<file path="src/rtl/huc_io_pkg.sv">
// Shared constants, register decode and read-FSM state type for the HuC6280
// interrupt-controller / interval-timer bus responder.
package huc_io_pkg;

    localparam int          PRESCALE_DEFAULT   = 1024;
    localparam logic [15:0] TIMER_BASE_DEFAULT = 16'h0C00;
    localparam logic [15:0] IRQC_BASE_DEFAULT  = 16'h1402;

    localparam logic [15:0] OFS_COUNT  = 16'd0;
    localparam logic [15:0] OFS_CTRL   = 16'd1;
    localparam logic [15:0] OFS_MASK   = 16'd0;
    localparam logic [15:0] OFS_STATUS = 16'd1;

    // Bit positions shared by the status and mask registers
    localparam int TIQ  = 2;
    localparam int IRQ1 = 1;
    localparam int IRQ2 = 0;

    typedef enum logic {
        IDLE = 1'b0,
        WAIT = 1'b1
    } rd_state_t;

    typedef enum logic [2:0] {
        REG_NONE,
        REG_COUNT,
        REG_CTRL,
        REG_MASK,
        REG_STATUS
    } reg_id_t;

    function automatic reg_id_t decode_reg(
        input logic [15:0] ab,
        input logic [15:0] timer_base,
        input logic [15:0] irqc_base
    );
        decode_reg = REG_NONE;
        if (ab == timer_base + OFS_COUNT) begin
            decode_reg = REG_COUNT;
        end else if (ab == timer_base + OFS_CTRL) begin
            decode_reg = REG_CTRL;
        end else if (ab == irqc_base + OFS_MASK) begin
            decode_reg = REG_MASK;
        end else if (ab == irqc_base + OFS_STATUS) begin
            decode_reg = REG_STATUS;
        end
    endfunction

endpackage

</file>
<file path="src/rtl/huc_timer.sv">
// Interval timer: prescaler, 7-bit down counter with reload, and the
// timer-pending flag that is set on underflow and cleared by an ack.
module huc_timer
    import huc_io_pkg::*;
#(
    parameter int PRESCALE = PRESCALE_DEFAULT
) (
    input  logic       clk,
    input  logic       reset,
    input  logic       enable,
    input  logic       load,
    input  logic       ack,
    input  logic       reload_we,
    input  logic [6:0] reload_in,
    output logic       tick,
    output logic [6:0] count,
    output logic       tpend
);

    localparam int            PW         = (PRESCALE > 1) ? $clog2(PRESCALE) : 1;
    localparam logic [PW-1:0] PRESC_LAST = PW'(PRESCALE - 1);

    logic [PW-1:0] prescaler_reg;
    logic [PW-1:0] prescaler_next;
    logic [6:0]    count_reg;
    logic [6:0]    count_next;
    logic [6:0]    reload_reg;
    logic          tpend_reg;
    logic          tpend_next;
    logic          underflow;

    always_comb begin
        tick           = enable && (prescaler_reg == PRESC_LAST);
        underflow      = tick && !load && (count_reg == 7'd0);
        prescaler_next = prescaler_reg;
        count_next     = count_reg;

        // A start (load) always beats a coincident tick.
        if (load) begin
            prescaler_next = '0;
            count_next     = reload_reg;
        end else if (enable) begin
            if (tick) begin
                prescaler_next = '0;
                count_next     = (count_reg == 7'd0) ? reload_reg : count_reg - 7'd1;
            end else begin
                prescaler_next = prescaler_reg + PW'(1);
            end
        end

        // Underflow wins over a same-cycle ack.
        tpend_next = underflow ? 1'b1 : (ack ? 1'b0 : tpend_reg);
    end

    always_ff @(posedge clk) begin
        if (!reset) begin
            prescaler_reg <= '0;
            count_reg     <= '0;
            reload_reg    <= '0;
            tpend_reg     <= 1'b0;
        end else begin
            prescaler_reg <= prescaler_next;
            count_reg     <= count_next;
            tpend_reg     <= tpend_next;
            if (reload_we) begin
                reload_reg <= reload_in;
            end
        end
    end

    assign count = count_reg;
    assign tpend = tpend_reg;

endmodule

</file>
<file path="src/rtl/irq_timer_resp.sv">
// Bus responder for the interrupt controller and interval timer: register
// decode, one-wait-state read path, and the registered CPU IRQ line.
module irq_timer_resp
    import huc_io_pkg::*;
#(
    parameter int          PRESCALE   = PRESCALE_DEFAULT,
    parameter logic [15:0] TIMER_BASE = TIMER_BASE_DEFAULT,
    parameter logic [15:0] IRQC_BASE  = IRQC_BASE_DEFAULT
) (
    input  logic        clk,
    input  logic        reset,
    input  logic [15:0] AB,
    input  logic [7:0]  DO,
    input  logic        WE,
    input  logic        ext_irq1,
    input  logic        ext_irq2,
    output logic [7:0]  DI,
    output logic        RDY,
    output logic        IRQ,
    output logic        sel
);

    reg_id_t   reg_id;
    rd_state_t state_reg;
    rd_state_t state_next;

    logic       rd_hit;
    logic       wr_hit;
    logic       load;
    logic       ack;
    logic       reload_we;
    logic       enable_reg;
    logic [2:0] mask_reg;
    logic [7:0] di_reg;
    logic [7:0] di_next;
    logic [7:0] rd_data;
    logic       irq_reg;
    logic       irq_next;
    logic       rdy;
    logic [2:0] src;
    logic [2:0] src_active;
    logic [6:0] count;
    logic       tpend;
    logic       unused_tick;
    logic       unused_do_msb;

    assign reg_id = decode_reg(AB, TIMER_BASE, IRQC_BASE);
    assign sel    = (reg_id != REG_NONE);
    assign rd_hit = sel && !WE;
    assign wr_hit = sel && WE;

    assign reload_we = wr_hit && (reg_id == REG_COUNT);
    assign ack       = wr_hit && (reg_id == REG_STATUS);
    // Only a rising edge of enable restarts the count.
    assign load      = wr_hit && (reg_id == REG_CTRL) && DO[0] && !enable_reg;

    assign unused_do_msb = DO[7];

    huc_timer #(
        .PRESCALE (PRESCALE)
    ) u_timer (
        .clk       (clk),
        .reset     (reset),
        .enable    (enable_reg),
        .load      (load),
        .ack       (ack),
        .reload_we (reload_we),
        .reload_in (DO[6:0]),
        .tick      (unused_tick),
        .count     (count),
        .tpend     (tpend)
    );

    assign src[TIQ]  = tpend;
    assign src[IRQ1] = ext_irq1;
    assign src[IRQ2] = ext_irq2;

    genvar gi;
    generate
        for (gi = 0; gi < 3; gi++) begin : g_src
            assign src_active[gi] = src[gi] & ~mask_reg[gi];
        end
    endgenerate

    assign irq_next = |src_active;

    always_comb begin
        rd_data = 8'h00;
        case (reg_id)
            REG_COUNT:  rd_data = {1'b0, count};
            REG_CTRL:   rd_data = {7'b0, enable_reg};
            REG_MASK:   rd_data = {5'b0, mask_reg};
            REG_STATUS: rd_data = {5'b0, src};
            default:    rd_data = 8'h00;
        endcase
    end

    always_comb begin
        state_next = state_reg;
        di_next    = di_reg;
        rdy        = 1'b1;
        case (state_reg)
            IDLE: begin
                if (rd_hit) begin
                    state_next = WAIT;
                    di_next    = rd_data;
                    // A reset cycle never stalls the CPU.
                    rdy        = !reset;
                end
            end
            WAIT: begin
                state_next = IDLE;
            end
            default: begin
                state_next = IDLE;
            end
        endcase
    end

    always_ff @(posedge clk) begin
        if (!reset) begin
            state_reg  <= IDLE;
            di_reg     <= 8'h00;
            enable_reg <= 1'b0;
            mask_reg   <= 3'b000;
            irq_reg    <= 1'b0;
        end else begin
            state_reg <= state_next;
            di_reg    <= di_next;
            irq_reg   <= irq_next;
            if (wr_hit && (reg_id == REG_CTRL)) begin
                enable_reg <= DO[0];
            end
            if (wr_hit && (reg_id == REG_MASK)) begin
                mask_reg <= DO[2:0];
            end
        end
    end

    assign DI  = di_reg;
    assign RDY = rdy;
    assign IRQ = irq_reg;

endmodule

</file>
<file path="config.mk">
export PLATFORM = sky130hd
export DESIGN_NAME = irq_timer_resp
export DESIGN_NICKNAME = d
export VERILOG_FILES = /design/src/rtl/huc_io_pkg.sv /design/src/rtl/huc_timer.sv /design/src/rtl/irq_timer_resp.sv
export SDC_FILE = /design/constraint.sdc
export NUM_CORES = 1
export LEC_CHECK = 0
export CAP_MARGIN = 5
export CORE_ASPECT_RATIO = 1.25
export CORE_MARGIN = 4
export CORE_UTILIZATION = 38
export CTS_CLUSTER_SIZE = 20
export DETAILED_ROUTE_END_ITERATION = 6
export PLACE_DENSITY = 0.58
export SKIP_LAST_GASP = 1
export SYNTH_ARGS = -nofsm -noshare
export SYNTH_HDL_FRONTEND = slang
export SYNTH_SLANG_ARGS = --single-unit
</file>
<file path="constraint.sdc">
create_clock -name clk -period 3.5 [get_ports clk]
set_input_delay 0.35 -clock clk [delete_from_list [all_inputs] [get_ports clk]]
set_output_delay 0.35 -clock clk [all_outputs]
set_load 0.02 [all_outputs]
</file>
==> metrics.md <==
| Metric | Value |
|---|---|
| Status | `complete, no violations` |
| Area of all placed cells without fillers | `2551 sq um` |
| Worst path required time | `3150 ps` |
| DRT iter0 DRCs | `54` |
| ANT nets after route | `0` |
| Synth warn | `0` |
| Syn Inst Count | `220` |
| Starting density of the core | `0.3936` |
| Post-CTS Hold Fix Bufs | `0` |
| Kind of start point of the critical path | `primary input` |
| Final nets | `289` |
| Largest net degree at the start of global routing | `29` |
| Dpl cell area | `2414 sq um` |
| Post-Route WL | `between 4000 and 5000 um` |
| Vias in the first global route | `approximately 1.7k` |
| Most common cell after layout, fill and taps aside | `dfxtp_1` |
| Post-synth EDFFs | `0` |
| Seq/Total Area, Yosys | `0.3805` |
| DR vias/cell | `5.272` |
| HPWL Detailed | `3403 um` |
| Syn_nets | `252` |
| Initial antenna violation count | `0` |
| Fillers | `512` |
| TNS Setup | `0 ps` |
| CP startpoint | `AB[11]` |
| Die area | `between 6000 and 7000 sq um` |
| Final hold violations | `0` |
| Layout cells sized above 1 | `0.08915` |
| Ports | `40` |
| Clk slew on worst S/H paths | `about 70 ps` |
| CTS tree | `built` |
| Slew Viols, Final | `0` |
| Crit path max fanout | `4` |
| Final Skew | `7.098 ps` |
| First-pass DRT Iterations | `5` |
| Worst Setup Path Type | `in2out` |
| Number of synthesized register bits | `38` |
| Tightest Pin Transition | `685.6 ps` |
| Post-CTS resize count | `0` |
| Remaining DRCs | `0` |
| Drt wl/cell | `14.39 um` |
| CTS H-tree lvls | `2` |
| RSZ-0062 raised after global routing | `false` |
| Hold path startpoint | `DI[3]` |
| Final setup violation count | `0` |
| Max cap viols | `0` |
| Cell area after synthesis | `1999 sq um` |
| Most frequent cells in the layout | `38 x dfxtp_1, 37 x clkdlybuf4s50_1, 24 x nor2_1` |
| Yosys top cell area share | `0.3805` |
| Multi-input gate area | `1156 sq um` |
| P_leak | `0.8657 nW` |
| Num CTS Buffers | `5` |
| Syn avg cell area | `between 9 and 10 sq um` |
| Root buffer cell | `clkbuf_8` |
| Routability cong. | `approximately 0.8` |
| Total setup buffers inserted after CTS | `0` |
| Synth top area cells | `dfxtp_1 38%, mux2i_1 8.0%, nor2_1 4.5%` |
| Max VDD drop | `~270 uV` |
| Power density of the placed cells | `370.9 nW/um^2` |
| Largest register FFs | `10` |
| GRT Overall Usage | `0.1579` |
| Port Buffers | `37` |
| Fraction of registers with async set/reset | `0` |
| Core area | `5080 sq um` |
| Maximum achievable frequency | `around 0.35 GHz` |
| Library cells used by synthesis | `49` |
| Crit path time final | `2819 ps` |
| Die W | `about 73 um` |
| Post-synth top area cell | `dfxtp_1` |
| Clk buf depth | `2` |
| Clock sink count | `38` |
| Hold Path Class | `reg2reg` |
| Finished Core Util | `0.5022` |
| FP Rows | `29` |
| FF+latch area | `760.7 sq um` |
| First-pass GRT wire length | `roughly 7900 um` |
| Clk Latency, worst-skew pair | `about 290 ps` |
| Diode count | `0` |
| RR Startpoint | `enable_reg` |
| Crit path DAT | `around 2500 ps` |
| Grt ovf | `0` |
| Die height | `89.10 um` |
| Area growth syn-to-layout | `27.60%` |
| Vias | `about 1.7k` |
| Slew margin rel. | `0.5415` |
| Crit share post-route | `0.8055` |
| CP endpoint kind | `output pin` |
| Main synth FF type | `dfxtp_1` |
worst paths after layout:
| path | slack [ps] | cells after the start | end |
|---|---|---|---|
| setup / recovery | 680 | 7 | RDY |
| hold / removal | 450 | 2 | DI[3] |
| setup reg to reg | 1230 | 4 | u_timer.count[3] |
| hold reg to reg | 450 | 2 | DI[3] |
cell usage after synthesis (all sizes together), types with 5 or more instances:
library cell and instances:
o21ai 10, a21oi 13, a31oi 5, nand3 8
o221a 5, a21boi 7, nor2b 11, dfxtp 38
nand2 11, nor3 5, mux2i 16, inv 7
nand4 8, nor2 26, buf 6
worst max-delay path, cell delays in order:
cell and delay [ps]:
clkdlybuf4s50_1 460, nor3b_1 430, nor2_1 140, nor4_1 310
and2_1 190, inv_1 40, clkdlybuf4s50_1 540
area by class of cell:
type,instances,share of cell area
Multi-Input combinational cell,165,0.4532
Tap cell,62,0.03041
Timing Repair Buffer,40,0.1540
Clock buffer,5,0.02697
Inverter,7,0.01030
Sequential cell,38,0.2982
Clock inverter,3,0.02697
routing by layer:
metal	vias to the layer above	wire length (um)	part of all wire	track usage
met2	29	2280	0.50	0.2644
met4	0	69	0.015	0.06040
li1	867	-	-	-
met1	785	2115	0.46	0.1974
met3	6	139	0.030	0.03487
met5	-	0	0	0
per-stage QoR:
stage | hold WS (ps) | cells | power [W] | setup slack, ps
6_report | 450.0 | 320 | 0.0009463 | 680.8
5_1_grt | 468.2 | 320 | 0.0009811 | 418.1
4_1_cts | 455.9 | 320 | 0.0009601 | 646.3
3_5_place_dp | 445.1 | 312 | 0.0005069 | 659.2
3_3_place_gp | 439.9 | 312 | 0.0005062 | 696.1
2_1_floorplan | 439.6 | 220 | 0.0004651 | 1768
report_power, final:
part / internal (W) / total, W / switching, W
clock network: 0.000286 / 0.000451 / 0.000165
logic: 0.0000376 / 0.0000630 / 0.0000254
registers: 0.000433 / 0.000433 / 0.000000168
total: 0.000756 / 0.000946 / 0.000190
cells by family (layout without fill, tap and decap cells):
family          after synthesis  after routing  share of synthesized area
compound gates               48             48                     0.1627
mux                          17             17                    0.08573
fa+ha+maj                     3              3                    0.01878
flops                        38             38                     0.3805
xor+xnor                      6              6                    0.02629
simple gates                 90             90                     0.2829
other cells                   1              1                   0.001876
buf+inv                      17             55                    0.04130
No activity file was read; power rests on OpenSTA's default activity.
